==> src/rtl/usb_tx_pkg.sv <==
// Shared types and constants for the USB full-speed transmit encoder.
package usb_tx_pkg;

    typedef enum logic [2:0] {
        ST_IDLE,
        ST_DATA,
        ST_STUFF,
        ST_EOP_SE0,
        ST_EOP_J
    } state_t;

    // Line symbols as {D+, D-}
    localparam logic [1:0] LINE_J   = 2'b10;
    localparam logic [1:0] LINE_K   = 2'b01;
    localparam logic [1:0] LINE_SE0 = 2'b00;

    localparam int CLKS_PER_BIT_DEF = 8;
    localparam logic [2:0] ONES_MAX = 3'd6;

    function automatic logic [1:0] nrzi_toggle(input logic [1:0] line);
        return (line == LINE_J) ? LINE_K : LINE_J;
    endfunction

endpackage

==> src/rtl/usb_tx_bit_timer.sv <==
// Bit-period timer: counts 0..CLKS_PER_BIT-1 and strobes bit_end on the last clock.
module usb_tx_bit_timer #(
    parameter int CLKS_PER_BIT = 8
) (
    input  logic clk,
    input  logic rst,
    input  logic clear,
    output logic bit_end
);

    localparam int CNT_W = (CLKS_PER_BIT > 2) ? $clog2(CLKS_PER_BIT) : 1;
    localparam logic [CNT_W-1:0] LAST = CNT_W'(CLKS_PER_BIT - 1);

    logic [CNT_W-1:0] count_q;

    assign bit_end = (count_q == LAST);

    always_ff @(posedge clk or posedge rst) begin
        if (rst) begin
            count_q <= '0;
        end else if (clear || bit_end) begin
            count_q <= '0;
        end else begin
            count_q <= count_q + 1'b1;
        end
    end

endmodule

==> src/rtl/usb_tx_encoder.sv <==
// USB full-speed TX bit encoder: paces the serial stream, bit-stuffs, NRZI-encodes
// and drives D+/D- including EOP. Generates shift_enable for the upstream shift register.
module usb_tx_encoder
    import usb_tx_pkg::*;
#(
    parameter int CLKS_PER_BIT = CLKS_PER_BIT_DEF
) (
    input  logic clk,
    input  logic rst,
    input  logic tx_start,
    input  logic tx_last,
    input  logic serial_in,
    output logic shift_enable,
    output logic byte_done,
    output logic dplus_out,
    output logic dminus_out,
    output logic tx_busy,
    output logic tx_done
);

    state_t     state_q, state_nxt;
    logic [1:0] line_q, line_nxt;
    logic [2:0] ones_q, ones_nxt, ones_base;
    logic [2:0] bit_cnt_q, bit_cnt_nxt;
    logic       eop_q, eop_nxt;
    logic       se0_half_q, se0_half_nxt;
    logic       tx_done_nxt;
    logic       take_data;
    logic       bit_end;

    // Timer is parked at 0 while idle so tx_start always begins a fresh period
    usb_tx_bit_timer #(
        .CLKS_PER_BIT(CLKS_PER_BIT)
    ) u_bit_timer (
        .clk    (clk),
        .rst    (rst),
        .clear  (state_q == ST_IDLE),
        .bit_end(bit_end)
    );

    assign shift_enable = take_data;
    assign byte_done    = take_data && (bit_cnt_q == 3'd7);
    assign dplus_out    = line_q[1];
    assign dminus_out   = line_q[0];
    assign tx_busy      = (state_q != ST_IDLE);
    assign ones_base    = (state_q == ST_IDLE) ? 3'd0 : ones_q;

    always_comb begin
        state_nxt    = state_q;
        line_nxt     = line_q;
        ones_nxt     = ones_q;
        bit_cnt_nxt  = bit_cnt_q;
        eop_nxt      = eop_q;
        se0_half_nxt = se0_half_q;
        tx_done_nxt  = 1'b0;
        take_data    = 1'b0;

        case (state_q)
            ST_IDLE: begin
                if (tx_start) take_data = 1'b1;
            end
            ST_DATA: begin
                if (bit_end) begin
                    if (ones_q == ONES_MAX) begin
                        state_nxt = ST_STUFF;
                        line_nxt  = nrzi_toggle(line_q);
                        ones_nxt  = 3'd0;
                    end else if (eop_q) begin
                        state_nxt    = ST_EOP_SE0;
                        line_nxt     = LINE_SE0;
                        se0_half_nxt = 1'b0;
                    end else begin
                        take_data = 1'b1;
                    end
                end
            end
            ST_STUFF: begin
                if (bit_end) begin
                    if (eop_q) begin
                        state_nxt    = ST_EOP_SE0;
                        line_nxt     = LINE_SE0;
                        se0_half_nxt = 1'b0;
                    end else begin
                        take_data = 1'b1;
                    end
                end
            end
            ST_EOP_SE0: begin
                if (bit_end) begin
                    if (se0_half_q) begin
                        state_nxt = ST_EOP_J;
                        line_nxt  = LINE_J;
                    end else begin
                        se0_half_nxt = 1'b1;
                    end
                end
            end
            ST_EOP_J: begin
                if (bit_end) begin
                    state_nxt   = ST_IDLE;
                    eop_nxt     = 1'b0;
                    tx_done_nxt = 1'b1;
                end
            end
            default: begin
                state_nxt = ST_IDLE;
                line_nxt  = LINE_J;
            end
        endcase

        // A data bit: 0 toggles the line, 1 holds it and extends the run of ones
        if (take_data) begin
            state_nxt   = ST_DATA;
            line_nxt    = serial_in ? line_q : nrzi_toggle(line_q);
            ones_nxt    = serial_in ? (ones_base + 3'd1) : 3'd0;
            bit_cnt_nxt = bit_cnt_q + 3'd1;
            if ((bit_cnt_q == 3'd7) && tx_last) eop_nxt = 1'b1;
        end
    end

    always_ff @(posedge clk or posedge rst) begin
        if (rst) begin
            state_q    <= ST_IDLE;
            line_q     <= LINE_J;
            ones_q     <= 3'd0;
            bit_cnt_q  <= 3'd0;
            eop_q      <= 1'b0;
            se0_half_q <= 1'b0;
            tx_done    <= 1'b0;
        end else begin
            state_q    <= state_nxt;
            line_q     <= line_nxt;
            ones_q     <= ones_nxt;
            bit_cnt_q  <= bit_cnt_nxt;
            eop_q      <= eop_nxt;
            se0_half_q <= se0_half_nxt;
            tx_done    <= tx_done_nxt;
        end
    end

endmodule

==> config.mk <==
export PLATFORM = sky130hd
export DESIGN_NAME = usb_tx_encoder
export DESIGN_NICKNAME = d
export VERILOG_FILES = /design/src/rtl/usb_tx_pkg.sv /design/src/rtl/usb_tx_bit_timer.sv /design/src/rtl/usb_tx_encoder.sv
export SDC_FILE = /design/constraint.sdc
export NUM_CORES = 1
export LEC_CHECK = 0
export ABC_AREA = 1
export BUFFER_PORTS_ARGS = -buffer_cell sky130_fd_sc_hd__buf_2
export CAP_MARGIN = 15
export CELL_PAD_IN_SITES_DETAIL_PLACEMENT = 1
export CELL_PAD_IN_SITES_GLOBAL_PLACEMENT = 1
export CORE_ASPECT_RATIO = 1.4
export CORE_MARGIN = 8
export CORE_UTILIZATION = 45
export CTS_BUF_LIST = sky130_fd_sc_hd__clkbuf_4
export CTS_CLUSTER_DIAMETER = 30
export DETAILED_ROUTE_END_ITERATION = 8
export GPL_TIMING_DRIVEN = 0
export HOLD_SLACK_MARGIN = 0.03
export PLACE_DENSITY = 0.91
export SYNTH_ARGS = -nofsm -noshare
export SYNTH_HDL_FRONTEND = slang
export SYNTH_SLANG_ARGS = --single-unit
==> constraint.sdc <==
create_clock -name clk -period 1.8 [get_ports clk]
set_input_delay 0.36 -clock clk [delete_from_list [all_inputs] [get_ports clk]]
set_output_delay 0.36 -clock clk [all_outputs]
set_load 0.02 [all_outputs]
Word-level counts from Yosys, hierarchy flattened
Index checks and enable logic that the tools add are counted.
{"block": "totals", "regBits": 17, "latchBits": 0, "ram_bits": 0, "romBits": 0, "in_bits": 5, "output_inout_bits": 6, "wordCells": 89, "mem_count": 0}
{"block": "op_classes", "addsub": 3, "mul": 0, "div_mod_pow": 0, "order_cmp": 0, "eq_ne": 20, "shifts": 0, "muxes": 44, "bitwise_logic": 0, "n_reduce_logical": 14}
{"op": "$mux W3", "count": 15}
{"op": "$mux W2", "count": 9}
{"op": "$mux W1", "count": 16}
{"op": "$pmux W3 S5", "count": 1}
{"op": "$eq A3 B3 Y1 const B", "count": 4}
{"op": "$ne A3 B2 Y1 const B", "count": 4}
{"op": "$reduce_and A6 Y1", "count": 2}
{"op": "$add A3 B1 Y3 const B", "count": 3}
{"op": "$ne A2 B1 Y1 const B", "count": 4}
{"op": "$pmux W2 S4", "count": 1}
{"op": "$eq A3 B2 Y1 const B", "count": 2}
{"op": "$ne A2 B2 Y1 const B", "count": 3}
{"op": "$pmux W1 S3", "count": 2}
{"op": "$reduce_bool A2 Y1", "count": 3}
{"op": "$reduce_bool A3 Y1", "count": 2}
{"op": "$reduce_and A5 Y1", "count": 1}
{"op": "$eq A3 B1 Y1 const B", "count": 1}
{"op": "$logic_not A3 Y1", "count": 1}
{"op": "$ne A3 B3 Y1 const B", "count": 1}
{"op": "$reduce_and A3 Y1", "count": 1}
{"op": "$eq A2 B2 Y1 const B", "count": 1}
{"op": "$logic_and A1 B1 Y1", "count": 2}
{"op": "$reduce_or A2 Y1", "count": 1}
{"op": "$logic_or A1 B1 Y1", "count": 1}

Logic depth before layout (Yosys ltp)
{"block": "depth", "word_depth": 6, "mapped_depth": 11, "mapped_depth_nobuf": 11}

Hierarchy
Synthesis repeated with hierarchy kept, for this count alone.
{"block": "hier_totals", "hier_cells": 127, "area_unflattened_um2": 1029.7}
{"mod": "usb_tx_encoder", "n_inst": 1, "cells_each": 113, "area_each_um2": 893.4, "seq_area_each_um2": 351.6}
{"mod": "usb_tx_bit_timer", "n_inst": 1, "cells_each": 14, "area_each_um2": 136.4, "seq_area_each_um2": 75.1}

Least setup slack after synthesis
No wires, ideal clock.
{"block": "synth_timing", "kind": "register to output", "startpoint": "register u_bit_timer.count_q[0]", "endpoint": "output port byte_done", "arrival_ps": 1383, "t_required_ps": 1440, "slack_ps": 57, "path_stages_with_launch": 9, "path_buffers": 0, "cell_sequence": "dfrtp_1 -> ha_1 -> ha_1 -> inv_1 -> nor2_1 -> nand3_4 -> nand2_4 -> inv_4 -> nor2_4"}
{"block": "synth_between", "elab_chain_cells": 4, "elab_cells_between_ends": 5, "cone_classes": "1 x eq/ne; 3 x mux; 1 x reduce/logical"}
{"element": "start, declared", "line_no": "usb_tx_bit_timer.sv:14", "source": "logic [CNT_W-1:0] count_q;"}
{"element": "start signal, assigned", "line_no": "usb_tx_bit_timer.sv:24", "source": "count_q <= count_q + 1'b1;"}
{"element": "$eq A3 B3 Y1 *", "line_no": "usb_tx_bit_timer.sv:16", "source": "assign bit_end = (count_q == LAST);"}
{"element": "$mux W1, on equally long branches", "line_no": "usb_tx_encoder.sv:78, usb_tx_encoder.sv:63"}
{"element": "$pmux W1 S3 *", "line_no": "usb_tx_encoder.sv:58", "source": "case (state_q)"}
{"element": "named net shift_enable", "line_no": "usb_tx_encoder.sv:13", "source": "output logic shift_enable,"}
{"element": "$logic_and A1 B1 Y1 *", "line_no": "usb_tx_encoder.sv:42", "source": "assign byte_done = take_data && (bit_cnt_q == 3'd7);"}
{"element": "end, declared", "line_no": "usb_tx_encoder.sv:14", "source": "output logic byte_done,"}
The timed path passes the listed nets; every way through them passes the cells marked *.

Final worst setup path
{"block": "layout_timing", "startpoint": "register u_bit_timer.count_q[0]", "endpoint": "output port byte_done"}
{"block": "layout_between", "elab_chain_cells": 4, "elab_cells_between_ends": 5, "cone_classes": "1 x eq/ne; 3 x mux; 1 x reduce/logical"}
{"element": "$eq A3 B3 Y1 *", "line_no": "usb_tx_bit_timer.sv:16"}
{"element": "$mux W1, on equally long branches", "line_no": "usb_tx_encoder.sv:78, usb_tx_encoder.sv:63"}
{"element": "$pmux W1 S3 *", "line_no": "usb_tx_encoder.sv:58"}
{"element": "$logic_and A1 B1 Y1 *", "line_no": "usb_tx_encoder.sv:42"}
Mark *: on every way between the ends. The rest lies on a longest branch, timed or not.

==> metrics.md <==
| Metric | Value |
|---|---|
| Outcome | `complete, but fails checks` |
| Failing checks | `setup timing` |
| Grt ovf | `0` |
| Drt first pass iters | `4` |
| Most common cell after layout, fill and taps aside | `nand2_1` |
| Worst-Skew Late Latency | `320 ps` |
| Int Power | `1.193 mW` |
| Vias per cell | `5.576` |
| DP Cell Count | `166` |
| Layout fillers | `293` |
| Count of final hold-check violations | `0` |
| Root buf cell | `clkbuf_4` |
| Final Non-Filler Cells | `184` |
| DPL Wire Length | `2054 um` |
| Die Span Y | `73.69 um` |
| CP Launch Type | `flip-flop` |
| Ports | `11` |
| Mapped Cells | `133` |
| Chip width | `57.21 um` |
| Worst flop-to-flop path startpoint | `u_bit_timer.count_q[0]` |
| Number of global-route vias before repair | `1157` |
| Placement Rows | `21` |
| Fin util | `59.09%` |
| Mapped Area | `0.001070 sq mm` |
| Total CTS buffers | `3` |
| WP data required | `1440 ps` |
| FMAX | `0.5045 GHz` |
| Pwr Density | `1695 mW/mm^2` |
| H-Tree Depth | `1` |
| Max IR drop VDD | `0.9485 mV` |
| Die area | `0.004215 sq mm` |
| Initial Util | `46.27%` |
| Worst-Margin Slew | `677.7 ps` |
| Most frequent cells in the layout | `29 x nand2_1, 16 x inv_1, 14 x buf_4, 13 x dfrtp_1` |
| HP Class | `in -> async` |
| Core box area | `0.002312 sq mm` |
| Reg power frac | `28.6%` |
| LEAKAGE | `0.6949 nW` |
| R2R Path End | `line_q[0]` |
| Area Overhead vs Synth | `27.72%` |
| Clk network pwr share | `10.4%` |
| Crit path time final | `1982 ps` |
| Tcrit/Tclk final | `110.1%` |
| Final setup viols | `3` |
| Buffers and inverters on the worst path | `3` |
| Family with the most delay on the worst path | `flip-flops` |
| Mux contribution to synthesized area | `0%` |
| FF-to-FF path depth | `11` |
| Crit Path Category | `reg -> out` |
| Crit-path cells | `ha_4, ha_4, inv_6, nor2_4, nand3_4, nand2_8, inv_6, nor2_4, buf_6` |
| Overall global routing resource usage | `16.20%` |
| Worst path max stage delay | `410 ps` |
| RSZ-0062 raised after global routing | `true` |
| Syn Nets | `143` |
| Largest net degree at the start of global routing | `18` |
| Yosys warnings | `0` |
| Max FO, Critical Path | `7` |
| Avg Synthesized Cell Area | `8.043 sq um` |
| Routed WL | `3249 um` |
| Initial antenna violation count | `0` |
| Clk_skew | `14.48 ps` |
| Adder-cell share of the synthesized area | `5.848%` |
| Placer Congestion | `0.8402` |
| Routed length per instance | `17.66 um` |
| FF+latch count, synth | `17` |
| Switching Share | `48.51%` |
| Fin. max-slew vios | `0` |
| Crit. Startpoint | `u_bit_timer.count_q[0]` |
| Max-slew headroom at the worst pin | `54.77%` |
| Via Count | `1026` |
| Flop-to-flop setup slack | `130 ps` |
| Simple logic cell fraction of the synthesized area | `35.32%` |
| Comb pwr share | `61.0%` |
| Layout cells sized above 1 | `39.13%` |
| Drt drc | `0` |
| Critical Path AT | `1620 ps` |
| Antenna diodes | `0` |
| Sequential area share after synthesis | `39.88%` |
| Slowest cell on the critical path | `dfrtp_1` |
| CTS sink cnt | `17` |
| # port buffers | `10` |
| Netlist cell types | `24` |
| Clock Path Buffers | `2` |
| First-pass GRT wire length | `5347 um` |
| Post-synthesis xor/xnor area fraction | `1.637%` |
| Main combinational cell family by area after synthesis | `simple AND/OR/NAND/NOR gates` |
| Compound-Gate Fraction of Synth Area | `9.006%` |
| CTS tree | `yes` |
| Fin worst setup slack | `-182.2 ps` |
| Nets@finish | `172` |
| Psw | `1.124 mW` |
| Starting DRT DRC Count | `39` |
| Clock transition at path regs | `110 ps` |
| Max_cap viols | `0` |
| Crit. End Element | `primary output` |
| Post-route ant nets | `0` |
logic make-up (layout without fill, tap and decap cells):
group	count (synthesis)	in the layout
compound gates	17	17
simple gates	69	69
flops	17	17
fa+ha+maj	5	5
buf+inv	23	51
xor+xnor	2	2
power by group through the flow:
| stage | Clock, mW | Sequential [mW] | Combinational [mW] |
|---|---|---|---|
| finish | 0.240 | 0.663 | 1.41 |
| floorplan | 0 | 0.648 | 0.819 |
| CTS | 0.243 | 0.648 | 1.22 |
| global route | 0.255 | 0.679 | 1.57 |
| global placement | 0 | 0.638 | 1.03 |
| detailed placement | 0 | 0.650 | 1.09 |
cell type report:
class	instances	area (sq um)	share of cell area (%)
inverter	23	98.84	7.234
tap	23	28.78	2.106
timing repair buffer	24	167.7	12.27
clock buffer	4	30.03	2.198
sequential	17	430.4	31.50
multi-input combinational	93	610.6	44.69
timing repair:
action                     in CTS  in global routing
setup buffers                   7                  7
resized for setup              16                  6
setup endpoints to repair       4                  3
pin swaps                       5                  5
hold endpoints to repair        0                  0
hold buffers                    0                  0
gates cloned                    0                  0
routing by layer:
layer  part of all wire, %  up-vias  global-route usage [%]  routed length [um]
met5                     0        -                       0                   0
met4                   2.9        0                   7.592                  93
met3                   4.5       12                   3.454                 145
met2                    56       34                   30.83                1824
met1                    36      498                   15.90                1185
li1                      -      482                       -                   -
synthesized netlist by cell type (all sizes together):
cell / count / area share, %
nand3: 9 / 6.3
a22oi: 1 / 0.70
ha: 5 / 5.8
nand4: 3 / 1.8
dfrtp: 16 / 37
nor3: 2 / 0.94
xor2: 1 / 0.82
dfstp: 1 / 2.5
o22ai: 4 / 2.3
nor2: 15 / 8.1
o21ai: 12 / 6.0
nand2: 40 / 18
xnor2: 1 / 0.82
inv: 23 / 8.3
worst max path at each step:
stage / end / slack (ps) / cells past startpoint
CTS: byte_done / -220 / 9
finish: byte_done / -180 / 9
floorplan: byte_done / 60 / 8
global placement: byte_done / -150 / 9
global route: byte_done / -260 / 9
detailed placement: byte_done / -210 / 9
registers in the layout, indices dropped and copies added, names as in the netlist:
| register | count |
|---|---|
| se0_half_q | 1 |
| u_bit_timer.count_q | 3 |
| line_q | 2 |
| eop_q | 1 |
| ones_q | 3 |
| tx_done | 1 |
| bit_cnt_q | 3 |
| state_q | 3 |
per-stage QoR:
stage | area (sq um) | setup slack, ps | power (mW) | TNS [ps] | hold slack, ps
after floorplan | 1070 | 56.68 | 1.467 | 0 | 285.3
after global placement | 1149 | -146.1 | 1.672 | -163.1 | 419.7
after detailed placement | 1149 | -210.6 | 1.744 | -338.6 | 438.4
after CTS | 1286 | -223.5 | 2.114 | -399.7 | 147.0
after global routing | 1366 | -265.0 | 2.500 | -531.9 | 188.8
final | 1366 | -182.2 | 2.316 | -358.6 | 122.4
worst reg2reg max path: stages (launching register included):
cell,delay [ps]
dfrtp_1,420
ha_4,180
ha_4,170
inv_6,60
nor2_4,30
nand3_4,90
nand2_8,80
buf_4,170
nand2_4,90
nand4_1,150
nand2_1,100
nand2_1,50
Power figures use the tool's default switching activity.
